## src/rtl/traffic_light_monitor_if.sv

```systemverilog
`default_nettype none
// ============================================================================
//  Module   : traffic_light_monitor_if
//  Purpose  : Four-way traffic light bus. The controller drives it through
//             the master modport; the monitor observes it through the slave
//             modport.
//  Signals  : n_lights, s_lights, e_lights, w_lights  (2 bits each)
//             2'b10 green, 2'b01 yellow, 2'b00 red, 2'b11 illegal
//  Revision : 1.0  initial release
// ============================================================================
interface traffic_light_monitor_if;
   logic [1:0] n_lights;
   logic [1:0] s_lights;
   logic [1:0] e_lights;
   logic [1:0] w_lights;

   modport master (output n_lights, s_lights, e_lights, w_lights);
   modport slave  (input  n_lights, s_lights, e_lights, w_lights);
endinterface
`default_nettype wire

```

## src/rtl/traffic_light_monitor.sv

```systemverilog
`default_nettype none
// ============================================================================
//  Module   : traffic_light_monitor
//  Purpose  : Passive checker for the four-way traffic controller. Decodes
//             the active phase every cycle and checks one-hot non-red
//             directions, fixed phase rotation and an exact per-phase dwell.
//  Ports    : clk             system clock, rising edge
//             rst_n           asynchronous active-low reset
//             lights_if       light bus (slave modport)
//             phase_o         last legal decoded phase (dir,yellow)
//             phase_valid_o   high while locked/tracking
//             dwell_o         samples of the current phase so far
//             rotations_o     accepted WEST_Y->NORTH transitions (wraps)
//             err_conflict_o  sticky: illegal light pattern
//             err_order_o     sticky: out-of-rotation transition
//             err_dwell_o     sticky: phase held too short or too long
//  Params   : DWELL (>=2) cycles each phase must be held
//  Revision : 1.0  initial release
// ============================================================================
module traffic_light_monitor #(
   parameter int DWELL = 8,
   localparam int CW   = $clog2(DWELL + 1)
) (
   input  wire logic                    clk,
   input  wire logic                    rst_n,
   traffic_light_monitor_if.slave       lights_if,
   output logic [2:0]                   phase_o,
   output logic                         phase_valid_o,
   output logic [CW-1:0]                dwell_o,
   output logic [7:0]                   rotations_o,
   output logic                         err_conflict_o,
   output logic                         err_order_o,
   output logic                         err_dwell_o
);

   localparam logic [CW-1:0] DWELL_MAX = CW'(DWELL);

   typedef enum logic [1:0] {
      S_IDLE  = 2'd0,
      S_LOCK  = 2'd1,
      S_TRACK = 2'd2,
      S_FAULT = 2'd3
   } state_t;

   state_t        state_q, state_d;
   logic [2:0]    phase_q, phase_d;
   logic          valid_q, valid_d;
   logic [CW-1:0] dwell_q, dwell_d;
   logic [7:0]    rot_q, rot_d;
   logic          econf_q, econf_d;
   logic          eord_q, eord_d;
   logic          edw_q, edw_d;

   // ---------------------------------------------------------------------
   // Pattern decode: legal only with exactly one non-red bus and no 11.
   // ---------------------------------------------------------------------
   logic [1:0] bus [4];
   logic [2:0] nonred_cnt;
   logic       any_illegal;
   logic [1:0] dir;
   logic       yel;
   logic       legal;
   logic [2:0] p;

   always_comb begin
      bus[0]      = lights_if.n_lights;
      bus[1]      = lights_if.s_lights;
      bus[2]      = lights_if.e_lights;
      bus[3]      = lights_if.w_lights;
      nonred_cnt  = 3'd0;
      any_illegal = 1'b0;
      dir         = 2'd0;
      yel         = 1'b0;
      for (int i = 0; i < 4; i++) begin
         if (bus[i] == 2'b11) begin
            any_illegal = 1'b1;
         end else if (bus[i] != 2'b00) begin
            nonred_cnt = nonred_cnt + 3'd1;
            dir        = 2'(i);
            yel        = bus[i][0];
         end
      end
      legal = !any_illegal && (nonred_cnt == 3'd1);
      p     = {dir, yel};
   end

   // ---------------------------------------------------------------------
   // Next-state logic. Checks are ordered conflict > order > dwell so that
   // a single offending sample sets exactly one flag.
   // ---------------------------------------------------------------------
   always_comb begin
      state_d = state_q;
      phase_d = phase_q;
      dwell_d = dwell_q;
      rot_d   = rot_q;
      econf_d = econf_q;
      eord_d  = eord_q;
      edw_d   = edw_q;

      unique case (state_q)
         S_IDLE: begin
            if (legal) begin
               state_d = S_LOCK;
               phase_d = p;
               dwell_d = CW'(1);
            end else begin
               state_d = S_FAULT;
               econf_d = 1'b1;
            end
         end
         S_LOCK, S_TRACK: begin
            if (!legal) begin
               state_d = S_FAULT;
               econf_d = 1'b1;
            end else if (p == phase_q) begin
               // Counter saturates: an overlong phase faults rather than wraps.
               if (dwell_q == DWELL_MAX) begin
                  state_d = S_FAULT;
                  edw_d   = 1'b1;
               end else begin
                  dwell_d = dwell_q + CW'(1);
               end
            end else if (p == phase_q + 3'd1) begin
               // The locked-on phase was seen only partially, so its length
               // is not judged; its successor starts full tracking.
               if (state_q == S_LOCK) begin
                  state_d = S_TRACK;
                  phase_d = p;
                  dwell_d = CW'(1);
               end else if (dwell_q == DWELL_MAX) begin
                  phase_d = p;
                  dwell_d = CW'(1);
                  if (p == 3'd0) begin
                     rot_d = rot_q + 8'd1;
                  end
               end else begin
                  state_d = S_FAULT;
                  edw_d   = 1'b1;
               end
            end else begin
               state_d = S_FAULT;
               eord_d  = 1'b1;
            end
         end
         default: begin
            // FAULT is absorbing; everything holds until reset.
            state_d = S_FAULT;
         end
      endcase

      valid_d = (state_d == S_LOCK) || (state_d == S_TRACK);
   end

   always_ff @(posedge clk or negedge rst_n) begin
      if (!rst_n) begin
         state_q <= S_IDLE;
         phase_q <= 3'd0;
         valid_q <= 1'b0;
         dwell_q <= '0;
         rot_q   <= 8'd0;
         econf_q <= 1'b0;
         eord_q  <= 1'b0;
         edw_q   <= 1'b0;
      end else begin
         state_q <= state_d;
         phase_q <= phase_d;
         valid_q <= valid_d;
         dwell_q <= dwell_d;
         rot_q   <= rot_d;
         econf_q <= econf_d;
         eord_q  <= eord_d;
         edw_q   <= edw_d;
      end
   end

   assign phase_o        = phase_q;
   assign phase_valid_o  = valid_q;
   assign dwell_o        = dwell_q;
   assign rotations_o    = rot_q;
   assign err_conflict_o = econf_q;
   assign err_order_o    = eord_q;
   assign err_dwell_o    = edw_q;

endmodule
`default_nettype wire

```

## src/flat_wrapper.sv

```systemverilog
// flat-port wrapper written by rule: the top's interface ports become plain ports
module traffic_light_monitor_flat 
#(
   parameter int DWELL = 8,
   localparam int CW   = $clog2(DWELL + 1)
)
  (clk, rst_n, phase_o, phase_valid_o, dwell_o, rotations_o, err_conflict_o, err_order_o, err_dwell_o, lights_if_n_lights, lights_if_s_lights, lights_if_e_lights, lights_if_w_lights);
  traffic_light_monitor_if lights_if_i ();
  input  wire logic clk;
  input  wire logic rst_n;
  output logic [2:0] phase_o;
  output logic phase_valid_o;
  output logic [CW-1:0] dwell_o;
  output logic [7:0] rotations_o;
  output logic err_conflict_o;
  output logic err_order_o;
  output logic err_dwell_o;
  input wire logic [$bits(lights_if_i.n_lights)-1:0] lights_if_n_lights;
  input wire logic [$bits(lights_if_i.s_lights)-1:0] lights_if_s_lights;
  input wire logic [$bits(lights_if_i.e_lights)-1:0] lights_if_e_lights;
  input wire logic [$bits(lights_if_i.w_lights)-1:0] lights_if_w_lights;
  assign lights_if_i.n_lights = lights_if_n_lights;
  assign lights_if_i.s_lights = lights_if_s_lights;
  assign lights_if_i.e_lights = lights_if_e_lights;
  assign lights_if_i.w_lights = lights_if_w_lights;
  traffic_light_monitor #(.DWELL(DWELL)) u_core (.clk(clk), .rst_n(rst_n), .lights_if(lights_if_i), .phase_o(phase_o), .phase_valid_o(phase_valid_o), .dwell_o(dwell_o), .rotations_o(rotations_o), .err_conflict_o(err_conflict_o), .err_order_o(err_order_o), .err_dwell_o(err_dwell_o));
endmodule
```

## config.mk

```make
export PLATFORM = sky130hd
export DESIGN_NAME = traffic_light_monitor_flat
export DESIGN_NICKNAME = d
export VERILOG_FILES = /design/src/rtl/traffic_light_monitor_if.sv /design/src/rtl/traffic_light_monitor.sv /design/src/flat_wrapper.sv
export SDC_FILE = /design/constraint.sdc
export NUM_CORES = 1
export LEC_CHECK = 0
export CAP_MARGIN = 15
export CORE_MARGIN = 3
export CORE_UTILIZATION = 47
export DETAILED_ROUTE_END_ITERATION = 16
export PLACE_DENSITY = 0.76
export REMOVE_ABC_BUFFERS = 1
export SLEW_MARGIN = 5
export SYNTH_ARGS = -nofsm -noshare
export SYNTH_HDL_FRONTEND = slang
export SYNTH_SLANG_ARGS = --single-unit
```

## constraint.sdc

```tcl
create_clock -name clk -period 2.5 [get_ports clk]
set_input_delay 0.75 -clock clk [delete_from_list [all_inputs] [get_ports clk]]
set_output_delay 0.75 -clock clk [all_outputs]
set_load 0.01 [all_outputs]
```

* Yosys cells after proc, flatten, opt, wreduce, memory -nomap -nowiden *
Cells that the tools add are included.

operators by class
  add/subtract/negate cells = 6
  eq/ne operators = 23
  multiplexer cells = 54
  bitwise gates (word level) = 4
  reductions and logical operators = 19

operators by type and width
  operator             number
  $mux 3               12
  $mux 4               7
  $mux 2               12
  $mux 1               20
  $reduce_and 6->1     3
  $eq 2x2->1 const B   6
  $reduce_bool 2->1    6
  $ne 2x1->1 const B   5
  $add 3x1->3 const B  3
  $add 8x1->8 const B  1
  $pmux 4 s2           1
  $reduce_and 7->1     1
  $eq 3x3->1           2
  $ne 3x1->1 const B   2
  $pmux 3 s2           1
  $add 4x1->4 const B  1
  $eq 2x1->1 const B   2
  $eq 4x4->1 const B   1
  $ne 2x2->1 const B   2
  $ne 4x1->1 const B   1
  $not 1->1            4
  $pmux 2 s2           1
  $reduce_and 4->1     1
  $eq 3x1->1 const B   1
  other kinds (10)     10

storage, ports and cells
  register bits after elaboration = 21
  input bits = 10
  output and inout bits = 19
  word-level logic and storage cells = 114

* Logic depth before layout (Yosys ltp) *
  depth in word-level cells = 18
  gate-level depth with buffers = 14
  mapped depth without buffers = 11

* Least setup slack after synthesis *
OpenSTA, ideal clock, no wires.

  path type = input to register
  from = in lights_if_e_lights[0]
  to = reg u_core.dwell_q[3], in the netlist u_core.dwell_o[3]
  setup time = 121 ps
  arrival = 3,683 ps
  data required time = 2,379 ps
  path slack = -1,304 ps
  stages = 14
  path buffers = 3
  path through = inv_1 > ha_1 > buf_2 > or4b_1 > nand4_1 > a221oi_1 > or3_1 > buf_2 > buf_4 > ha_1 > a2111oi_1 > o31ai_4 > o21bai_1 > a22o_1

on the way
  longest elaborated chain between the ends = 10
  elaborated cells on any way between the ends = 31
  those cells by class = 1 x add/sub; 9 x eq/ne; 17 x mux; 4 x reduce/logical

ends and longest elaborated chain
  item                               RTL line                      RTL
  start, declared                    flat_wrapper.sv:20            input wire logic [$bits(lights_if_i.e_lights)-1:0] lights_if_e_lights;
  $reduce_bool 2->1                  traffic_light_monitor.sv:77   end else if (bus[i] != 2'b00) begin
  $mux 3                             traffic_light_monitor.sv:77
  $mux 3                             traffic_light_monitor.sv:75   if (bus[i] == 2'b11) begin
  $add 3x1->3                        traffic_light_monitor.sv:78   nonred_cnt = nonred_cnt + 3'd1;
  $mux 3                             traffic_light_monitor.sv:77
  $mux 3                             traffic_light_monitor.sv:75
  $eq 3x1->1                         traffic_light_monitor.sv:83   legal = !any_illegal && (nonred_cnt == 3'd1);
  $logic_and 1x1->1                  traffic_light_monitor.sv:83
  $ne 2x1->1 (no source line)        --
  $reduce_and 6->1 (no source line)  --
  end signal, assigned               traffic_light_monitor.sv:168  dwell_q <= dwell_d;
  end, declared                      traffic_light_monitor.sv:48   logic [CW-1:0] dwell_q, dwell_d;

Several ways; a longest one is shown, not always the timed one. The select of a mux whose other input is x is not followed.
A chain may end at the register's enable or synchronous reset.

* Worst setup path in the final report *
  from = in lights_if_w_lights[1]
  to = reg u_core.dwell_q[2], in the netlist u_core.dwell_o[2]

on the way
  longest elaborated chain between the ends = 7
  elaborated cells on any way between the ends = 23
  those cells by class = 9 x eq/ne; 10 x mux; 4 x reduce/logical

ends and longest elaborated chain
  item                                            RTL line                                                   RTL
  start, declared                                 flat_wrapper.sv:21                                         input wire logic [$bits(lights_if_i.w_lights)-1:0] lights_if_w_lights;
  $reduce_bool 2->1                               traffic_light_monitor.sv:77
  $mux 1 (tied with other cells)                  traffic_light_monitor.sv:77
  $mux 1 (tied with other cells)                  traffic_light_monitor.sv:75
  $eq 3x3->1 or $eq 3x1->1 (tied branches)        traffic_light_monitor.sv:115, traffic_light_monitor.sv:83
  $mux 4 or $logic_and 1x1->1 (tied branches)     traffic_light_monitor.sv:115, traffic_light_monitor.sv:83
  $mux 4 or $ne 2x1->1 (tied branches)            --
  $pmux 4 s2 or $reduce_and 6->1 (tied branches)  --

Several ways; a longest one is shown, not always the timed one. The select of a mux whose other input is x is not followed.

==> flow_summary.json <==
{
  "status": "finished with violations",
  "violations": "setup timing",
  "clk_pin_slew_ns": 0.12,
  "max_freq_mhz": 329,
  "synthCells": 175,
  "antenna_found_initial": 0,
  "row_count": 20,
  "p_per_area_mw_per_mm2": 663,
  "grt_pass1_wl_um": 8050,
  "wl_um": 5030,
  "final_antenna_net_count": 0,
  "ys_seq_elements": 21,
  "instances_no_fill": 285,
  "required_ns": 2.71,
  "grt_setup_unrepaired": "yes",
  "grt_pass1_vias": 1755,
  "hold_class": "register to register",
  "drive_above_1_share_pct": 37.3,
  "ys_async_sr_fraction_pct": 100,
  "reg2reg_slack_ns": -0.02,
  "fin_worst_skew_ns": 0.00131,
  "mostFrequentLayoutCell": "buf_4",
  "root_buffer": "clkbuf_4",
  "synth-main-ff-cell": "dfrtp_1",
  "endpoint_kind": "register",
  "cts_tree": "built",
  "portBuffers": 28,
  "grt_start_max_net_pins": 22,
  "ir_worst_vdd_mv": 0.497,
  "finalHoldViolCount": 0,
  "timing.final.max_slew_violations": 0,
  "r2r_start": "u_core.dwell_o[0]",
  "leakagePower_nw": 1.14,
  "final_period_minus_worst_setup_slack_ns": 3.04,
  "clock-sinks": 21,
  "drt-pass1-iter-count": 4,
  "cp_max_fo": 7,
  "routabilityCongestion": 0.874,
  "ys_warn_count": 0,
  "grtUsageTotal_pct": 24.9,
  "coreArea_mm2": 0.00315,
  "area_growth_syn_to_layout_pct": 56.3,
  "setup-violations-final": 17,
  "postSynthAreaPerCell_um2": 9.12,
  "reg2reg_depth": 11,
  "antennaDiodeCount": 0,
  "syn-cell-area_mm2": 0.00160,
  "maxSlewHeadroom_pct": 72.6,
  "synth_edf_count": 0,
  "layout_common_cells": "buf_4, dfrtp_1, clkdlybuf4s50_1",
  "startpoint_type": "input pin",
  "clock_latency_ns": 0.31,
  "critical_path_class": "input pin to register",
  "start_util_pct": 50.6,
  "whs_path_depth": 1,
  "initialDrtViolationCount": 90,
  "cts-root-to-sink-buffers": 2,
  "routed_via_density": 5.81,
  "dieArea_mm2": 0.00413,
  "yosysTopAreaCell": "dfrtp_1",
  "fin_ws_ns": -0.535,
  "grt_overflow_total": 0,
  "num_vias": 1655,
  "htree_num_levels": 1,
  "hold_start": "u_core.rotations_o[7]",
  "hpwlAfterDp_um": 3060,
  "routedWlPerCell_um": 17.7,
  "die_w_um": 64.3,
  "worstPathArrival_ns": 3.25,
  "fin_crit_sh_pct": 121,
  "pre_cts_ws_ns": -1.61,
  "fin_util_pct": 79.2,
  "drv_cap": 0,
  "synth_top_area_share_pct": 32.9,
  "min_to": "u_core.rotations_o[7]",
  "ys_seq_area_share_pct": 32.9,
  "numCtsBuffers": 3,
  "total_power_w": 0.00165,
  "die_h_um": 64.3,
  "tightest_slew_ns": 0.408,
  "synth.distinct_cells": 44,
  "worstReg2RegEnd": "u_core.dwell_o[2]",
  "nets": 269,
  "dp_cells": 274,
  "synthTopCellsByArea": "dfrtp_1, ha_1, xnor2_1",
  "fin_hold_ws_ns": 0.477,
  "drc": 0,
  "io_pins": 29
}
-- power by group --
| part | switching (W) | total, W | internal (W) |
|---|---|---|---|
| Combinational | 0.000504 | 0.00100 | 0.000496 |
| Clock | 0.000112 | 0.000172 | 0.0000600 |
| Sequential | 0.0000771 | 0.000482 | 0.000405 |
| Total | 0.000693 | 0.00165 | 0.000961 |
-- cell type report --
| type | count | area [um2] |
|---|---|---|
| clock buffers | 3 | 22.5 |
| clock inverters | 1 | 5.00 |
| inverters | 17 | 81.3 |
| flip-flops and latches | 21 | 526 |
| repair buffers | 68 | 632 |
| well taps | 44 | 55.1 |
| fillers | 190 | 657 |
| multi-input cells | 131 | 1170 |
-- synth_stat cells (all sizes together), types with 2 or more instances --
cell type and instances:
o21bai 4, nand2b 2, a211o 2, a22oi 2, xnor2 9, o21ai 5, nor2 21, ha 17
or3 2, a22o 3, and3 2, mux2 4, or2 2, xor2 7, buf 5, nand4 3
dfrtp 21, nand2 9, nand3 7, a2111oi 2, o31ai 3, a21oi 4, inv 17, nor3 6
a21o 2
-- cells by family after synthesis --
family	count (synthesis)	synth area share, %
simple gates	59	18.3
compound gates	34	16.8
mux	5	3.45
xor+xnor	16	8.78
fa+ha+maj	17	13.3
buf+inv	23	6.35
flops	21	32.9
-- timing repair --
action                     in CTS  in global routing
setup endpoints to repair      21                 20
setup buffers                   6                  2
pin swaps                      24                 15
hold buffers                    0                  0
resized for setup              91                 16
-- registers in the layout, indices dropped and copies added, names as in the netlist --
signal,cells
u_core.state_q,2
u_core.err_dwell_o,1
u_core.phase_valid_o,1
u_core.dwell_o,4
u_core.rotations_o,8
u_core.err_conflict_o,1
u_core.phase_o,3
u_core.err_order_o,1
-- layer usage --
| layer | track usage, % | vias to the layer above | part of all wire [%] |
|---|---|---|---|
| met5 | 0 | - | 0 |
| met4 | 11.3 | 0 | 3.3 |
| met3 | 4.75 | 22 | 5.1 |
| met2 | 45.4 | 74 | 51 |
| met1 | 27.7 | 811 | 41 |
| li1 | - | 748 | - |
-- through the flow --
| stage | TNS (ns) | area [um2] |
|---|---|---|
| CTS | -3.37 | 2440 |
| finish | -3.71 | 2500 |
| detailed placement | -23.11 | 2140 |
| global placement | -20.83 | 2140 |
| global route | -4.79 | 2500 |
| floorplan | -8.72 | 1560 |
-- critical path: stages --
cell and delay (ns):
dlygate4sd2_1 0.25, buf_6 0.14, xor2_1 0.19, a21o_1 0.20, xor2_1 0.15, or3_4 0.42, ha_4 0.18, a2111oi_4 0.28
buf_4 0.17, o31ai_4 0.10, o21bai_1 0.19, a22o_1 0.23
-- how the worst max path moves through the flow --
stage,start,end
after floorplan,lights_if_e_lights[0],u_core.dwell_o[2]
after global placement,lights_if_e_lights[0],u_core.dwell_o[3]
after detailed placement,lights_if_e_lights[0],u_core.dwell_o[3]
after CTS,lights_if_e_lights[0],u_core.dwell_o[3]
after global routing,lights_if_e_lights[0],u_core.dwell_o[2]
final,lights_if_w_lights[1],u_core.dwell_o[2]
(Power assumes the default switching activity.)
